--- src/rtl/booth_mul_seq.sv ---
// Sequential signed radix-2 Booth multiplier for the ALU mul operation.
// It performs one Booth step per clock and returns a registered HI/LO product with a one-cycle finished pulse.
module booth_mul_seq #(
    parameter int WIDTH = 32,
    parameter int CNT_W = 6
) (
    input  logic             Clock,
    input  logic             clear,
    input  logic             start,
    input  logic [WIDTH-1:0] A,
    input  logic [WIDTH-1:0] B,
    output logic [WIDTH-1:0] result_hi,
    output logic [WIDTH-1:0] result_lo,
    output logic             busy,
    output logic             finished
);

    // state | meaning
    // IDLE  | waiting for start; operands captured on the accepting edge
    // RUN   | one Booth add/sub plus arithmetic shift per edge, WIDTH edges total
    // DONE  | one cycle; finished high, results valid
    typedef enum logic [1:0] {
        IDLE = 2'd0,
        RUN  = 2'd1,
        DONE = 2'd2
    } state_t;

    localparam int PW = 2*WIDTH + 2;
    localparam logic [CNT_W-1:0] LAST_CNT = CNT_W'(WIDTH - 1);

    state_t           state_q;
    state_t           state_d;
    logic [WIDTH:0]   m_q;
    logic [PW-1:0]    p_q;
    logic [CNT_W-1:0] cnt_q;
    logic [WIDTH-1:0] result_hi_q;
    logic [WIDTH-1:0] result_lo_q;
    logic             busy_q;
    logic             finished_q;

    logic [WIDTH:0]   upper;
    logic [WIDTH:0]   upper_sum;
    logic [PW-1:0]    p_shift;
    logic             last_step;

    // State register
    always_ff @(posedge Clock) begin
        if (clear) begin
            state_q <= IDLE;
        end else begin
            state_q <= state_d;
        end
    end

    // Next-state logic
    always_comb begin
        state_d = state_q;
        case (state_q)
            IDLE:    if (start) state_d = RUN;
            RUN:     if (last_step) state_d = DONE;
            DONE:    state_d = IDLE;
            default: state_d = IDLE;
        endcase
    end

    // The upper accumulator is one bit wider than an operand so that the most negative multiplicand cannot overflow.
    always_comb begin
        upper     = p_q[PW-1:WIDTH+1];
        upper_sum = upper;
        case (p_q[1:0])
            2'b01:   upper_sum = upper + m_q;
            2'b10:   upper_sum = upper - m_q;
            default: upper_sum = upper;
        endcase
        p_shift   = {upper_sum[WIDTH], upper_sum, p_q[WIDTH:1]};
        last_step = (cnt_q == LAST_CNT);
    end

    // Datapath and registered status
    always_ff @(posedge Clock) begin
        if (clear) begin
            m_q         <= '0;
            p_q         <= '0;
            cnt_q       <= '0;
            result_hi_q <= '0;
            result_lo_q <= '0;
            busy_q      <= 1'b0;
            finished_q  <= 1'b0;
        end else begin
            busy_q     <= (state_d != IDLE);
            finished_q <= (state_d == DONE);
            case (state_q)
                IDLE: begin
                    if (start) begin
                        m_q   <= {A[WIDTH-1], A};
                        p_q   <= {{(WIDTH+1){1'b0}}, B, 1'b0};
                        cnt_q <= '0;
                    end
                end
                RUN: begin
                    p_q   <= p_shift;
                    cnt_q <= cnt_q + 1'b1;
                    // Bit 2*WIDTH+1 only duplicates the sign, so the product occupies bits [2*WIDTH:1].
                    if (last_step) begin
                        result_hi_q <= p_shift[2*WIDTH:WIDTH+1];
                        result_lo_q <= p_shift[WIDTH:1];
                    end
                end
                default: begin
                end
            endcase
        end
    end

    // Output logic
    always_comb begin
        result_hi = result_hi_q;
        result_lo = result_lo_q;
        busy      = busy_q;
        finished  = finished_q;
    end

endmodule
--- config.mk ---
export PLATFORM = sky130hd
export DESIGN_NAME = booth_mul_seq
export DESIGN_NICKNAME = d
export VERILOG_FILES = /design/src/rtl/booth_mul_seq.sv
export SDC_FILE = /design/constraint.sdc
export NUM_CORES = 1
export LEC_CHECK = 0
export BUFFER_PORTS_ARGS = -buffer_cell sky130_fd_sc_hd__buf_2
export CAP_MARGIN = 20
export CORE_UTILIZATION = 30
export CTS_CLUSTER_SIZE = 20
export DETAILED_ROUTE_END_ITERATION = 8
export REMOVE_ABC_BUFFERS = 1
export SYNTH_ARGS = -nofsm -noshare
export SYNTH_HDL_FRONTEND = slang
export SYNTH_SLANG_ARGS = --single-unit
--- constraint.sdc ---
create_clock -name Clock -period 5.4 [get_ports Clock]
set_clock_uncertainty 0.15 [all_clocks]
set_input_delay 1.62 -clock Clock [delete_from_list [all_inputs] [get_ports Clock]]
set_output_delay 1.62 -clock Clock [all_outputs]
set_load 0.03 [all_outputs]
# [Yosys cells after proc, flatten, opt, wreduce, memory -nomap -nowiden]
# Index checks and enable logic that the tools add are counted.
[word_totals] reg_bits=172 input_bits=67 out_inout_bits=66
[op_classes] n_addsub=3 n_eq_ne=6 muxes=8 reduce_logical=6
[op_table] op="$pmux W66 S2" count=1
[op_table] op="$mux W66" count=1
[op_table] op="$pmux W33 S2" count=1
[op_table] op="$add A33 B33 Y33" count=1
[op_table] op="$sub A33 B33 Y33" count=1
[op_table] op="$pmux W6 S2" count=1
[op_table] op="$add A6 B1 Y6 const B" count=1
[op_table] op="$eq A6 B5 Y1 const B" count=1
[op_table] op="$mux W6" count=1
[op_table] op="$reduce_and A2 Y1" count=3
[op_table] op="$eq A2 B1 Y1 const B" count=2
[op_table] op="$eq A2 B2 Y1 const B" count=2
[op_table] op="$mux W2" count=2
[op_table] op="$pmux W2 S2" count=1
[op_table] op="$reduce_bool A2 Y1" count=2
[op_table] op="$logic_not A2 Y1" count=1
[op_table] op="$ne A2 B2 Y1 const B" count=1

# [Depth between registers and ports, before layout]
[depth] depth_word=4 ltp_mapped=19 depth_no_buf=18

# [Least setup slack after synthesis]
# No wires, ideal clock.
[synth_path] path_type="flip-flop to flip-flop" startpoint="register m_q[5]" endpoint="register p_q[64]" setup_ps=69 arrival_time_ps=4104 t_required_ps=5181 slack_ps=1077 path_stages_with_launch=18 cell_sequence="dfxtp_1 or4_4 nor3_4 nand2_1 nor2_1 nand2_1 nor4_1 a21oi_1 xnor2_1 ha_1 clkbuf_1 o21a_1 o211ai_1 a31oi_1 a21oi_1 or4_1 a2111o_1 o21ai_1"
[synth_between] elab_chain_len=3
[synth_lines] item="from (decl)" line="33" rtl="logic [WIDTH:0] m_q;"
[synth_lines] item="from (signal assigned)" line="95" rtl="m_q <= {A[WIDTH-1], A};"
[synth_lines] item="$sub A33 B33 Y33 or $add A33 B33 Y33 (tied branches)" line="72, 71"
[synth_lines] item="$pmux W33 S2 (*)" line="70" rtl="case (p_q[1:0])"
[synth_lines] item="$pmux W66 S2 (*)" line="92" rtl="case (state_q)"
[synth_lines] item="to (signal assigned)" line="96" rtl="p_q <= {{(WIDTH+1){1'b0}}, B, 1'b0};"
[synth_lines] item="to (signal assigned)" line="101" rtl="p_q <= p_shift;"
[synth_lines] item="to (decl)" line="34" rtl="logic [PW-1:0] p_q;"
# Mark *: on every way between the ends. The rest lies on a longest branch, timed or not.
# A chain may end at the register's enable or synchronous reset.

# [Worst setup path after layout]
# Same ends and word-level chain as after synthesis.

==> reports/metrics.cfg <==
[clocking]
clk_pin_slew_ps=80
cts-hold-fix-buffers=0
clk_path_buf_depth=2
clock-sinks=171
root_buffer=clkbuf_16
post_cts_buffers=0
insertion_delay_ps=440
cts_made_buffers=17
htree_levels=4
cts_tree=done
cts_resized=0

[logic_synthesis]
ys_ff_latch=171
synth_area_um2=9010
synthCells=1171
synth-edff-count=0
yosys.area.top_type=dfxtp_1
ys_types=65
synthTopCellsByArea=dfxtp_1 (38%), nand2_1 (8.8%), a21oi_1 (8.4%)
yosysSeqAreaShare=0.380
avgSynthCellArea_um2=7.69
synth_top_area_share=0.380
ys.flop_type=dfxtp_1
ys_async_sr_fraction=0
synth_warnings=0

[sta]
hold_viol=0
fin_tns_setup_ps=0
max-slew-margin-rel=0.315
fmax_mhz=209
fin_crit_ps=4780
fin_crit_sh=0.884
rsz0062_at_grt=false
finalSetupViolCount=0
drv_slew=0
tightest_slew_ps=1030

[layout]
layout-drive-gt1-share=0.157
nets=1360
layout.cells.non_filler=1660
fin_util=0.359
fill_cells=3085
stdcell_area_um2=10600
syn2layout_area_growth_pct=17.9
diodes=0

[route]
drtPass1Iterations=5
finalWirelength_mm=24.4
via_count=8267
wl_per_cell_um=14.7
drc=0
final_antenna_net_count=0
drt_iter0_markers=498
vias_per_cell=4.98

[pwr]
p_comb_frac=0.214
intPower_w=0.00220
p_total_w=0.00325
clkPwrFrac=0.368
power.density_nw_per_um2=306
sw_frac_of_total=0.322
seq_power_share=0.417
p_leak_nw=4.24
power_switching_w=0.00105
peakVddDrop_v=0.000161

[worst_setup_path]
path_cells=or4_4 > nor3_4 > nand2_1 > nor2_1 > nand2_1 > nor4_1 > a21oi_1 > xnor2_1 > ha_1 > o21a_1 > o211ai_1 > a31oi_1 > a21oi_1 > or4_1 > a2111o_1 > o21ai_1
crit_path_top_delay_cell=or4_1
cp.required_ps=5620
endpoint_kind=flip-flop
slowest_delay_ps=590
critical-path-top-delay-family=simple AND/OR/NAND/NOR gates
cp.arrival_ps=5000
crit_buf_inv=0
critPathLaunchType=flip-flop
path_max_fanout=8
worstSetupPathType=flip-flop to flip-flop

[placement]
place_area_um2=9990
gp_congestion=0.872
dp_hpwl_mm=17.6
port_buffers=132
placedCellCount=1626

[grt]
grt_pass1_wl_mm=39.8
grt_max_degree=95
grt_usage=0.161
grt_pass1_vias=7633
grt_overflow=0
antenna_found_initial=0

[floorplan]
rows=63
die_w_um=175
initial_core_util=0.305
io_pins=133
die_y_um=175
coreArea_um2=29600
die_area_um2=30700

[outcome]
status=finished, final reports clean

[worst_hold_path]
holdCritPathClass=flip-flop to flip-flop

[job]
drv_cap=0

## final cells by class
cell class | count | area (um2) | share of cell area
Clock buffer | 17 | 425 | 0.0400
Clock inverter | 15 | 148 | 0.0139
Inverter | 52 | 195 | 0.0184
Multi-Input combinational cell | 866 | 5100 | 0.480
Sequential cell | 171 | 3420 | 0.322
Tap cell | 390 | 488 | 0.0459
Timing Repair Buffer | 149 | 843 | 0.0794
## through the flow
step | worst slack [ps] | hold slack (ps)
3_3_place_gp | 683 | 289
6_report | 624 | 302
3_5_place_dp | 612 | 293
5_1_grt | 268 | 318
4_1_cts | 576 | 304
2_1_floorplan | 884 | 276
## tightest hold or removal path, delay by kind of cell, from the launching register on
| kind | cells | cell delay [ps] |
|---|---|---|
| DFF | 1 | 310 |
| and+or+nand+nor | 1 | 50 |
| AOI/OAI and AO/OA | 1 | 50 |
## final timing paths
path	from	end	slack, ps	cells after the start
hold reg to reg	result_lo[6]	result_lo[6]	300	2
setup / recovery	m_q[5]	p_q[64]	620	16
hold / removal	result_lo[6]	result_lo[6]	300	2
setup reg to reg	m_q[5]	p_q[64]	620	16
## cell usage in the layout (no fill, tap or decap), drive strengths merged, types with 4 or more instances in the layout
master   netlist  layout
o22ai         27      27
mux2i          6       6
a2bb2oi        7       7
a22oi         15      15
nor3          23      23
inv           51      60
o21ai         43      43
a211oi        15      15
clkinv         1       5
a21o          18      18
dfxtp        171     171
o21a           4       4
xnor2         42      42
o211ai        13      13
and3           8       8
nor2          98      98
nor2b          5       5
a31oi         14      14
a221oi        29      29
buf           10     149
nand3b         6       6
nand3         23      23
or3            5       5
a311oi         8       8
a21oi        152     152
nand2        211     211
ha            35      35
clkbuf        72      17
xor2          12      12
nand2b        10      10
and2           4       4
## synth_stat cells, drive strengths merged, types with 6 or more instances
| cell type | instances |
|---|---|
| a211oi | 15 |
| a21o | 18 |
| a21oi | 152 |
| a221oi | 29 |
| a22oi | 15 |
| a2bb2oi | 7 |
| a311oi | 8 |
| a31oi | 14 |
| and3 | 8 |
| buf | 10 |
| clkbuf | 72 |
| dfxtp | 171 |
| ha | 35 |
| inv | 51 |
| mux2i | 6 |
| nand2 | 211 |
| nand2b | 10 |
| nand3 | 23 |
| nand3b | 6 |
| nor2 | 98 |
| nor3 | 23 |
| o211ai | 13 |
| o21ai | 43 |
| o22ai | 27 |
| xnor2 | 42 |
| xor2 | 12 |
## cell families after synthesis
kind of cell,Yosys count,share of synthesized area
AO/OA/AOI/OAI,362,0.254
buffers and inverters,134,0.0563
XOR/XNOR,54,0.0525
AND/OR/NAND/NOR,407,0.199
flip-flops,171,0.380
multiplexers,7,0.00792
adder cells (fa/ha/maj),36,0.0508
## power by group through the flow
stage	clock (W)	combinational [W]	sequential [W]
finish	0.00120	0.000696	0.00135
global route	0.00128	0.000780	0.00136
CTS	0.00123	0.000695	0.00135
detailed placement	0	0.000691	0.00138
global placement	0	0.000687	0.00138
floorplan	0	0.000504	0.00137
## flip-flops by register name, indices dropped and copies added (netlist names)
signal     cells
cnt_q          6
result_lo     32
busy           1
state_q        2
m_q           32
p_q           65
finished       1
result_hi     32
## metal layers
layer	up-vias	track usage	part of all wire	routed length [um]
met5	-	0	0	0
met2	164	0.257	0.45	11000
met1	3796	0.224	0.50	12300
met3	15	0.0227	0.040	965
li1	4292	-	-	-
met4	0	0.0435	0.0087	212
Power figures use the tool's default switching activity.
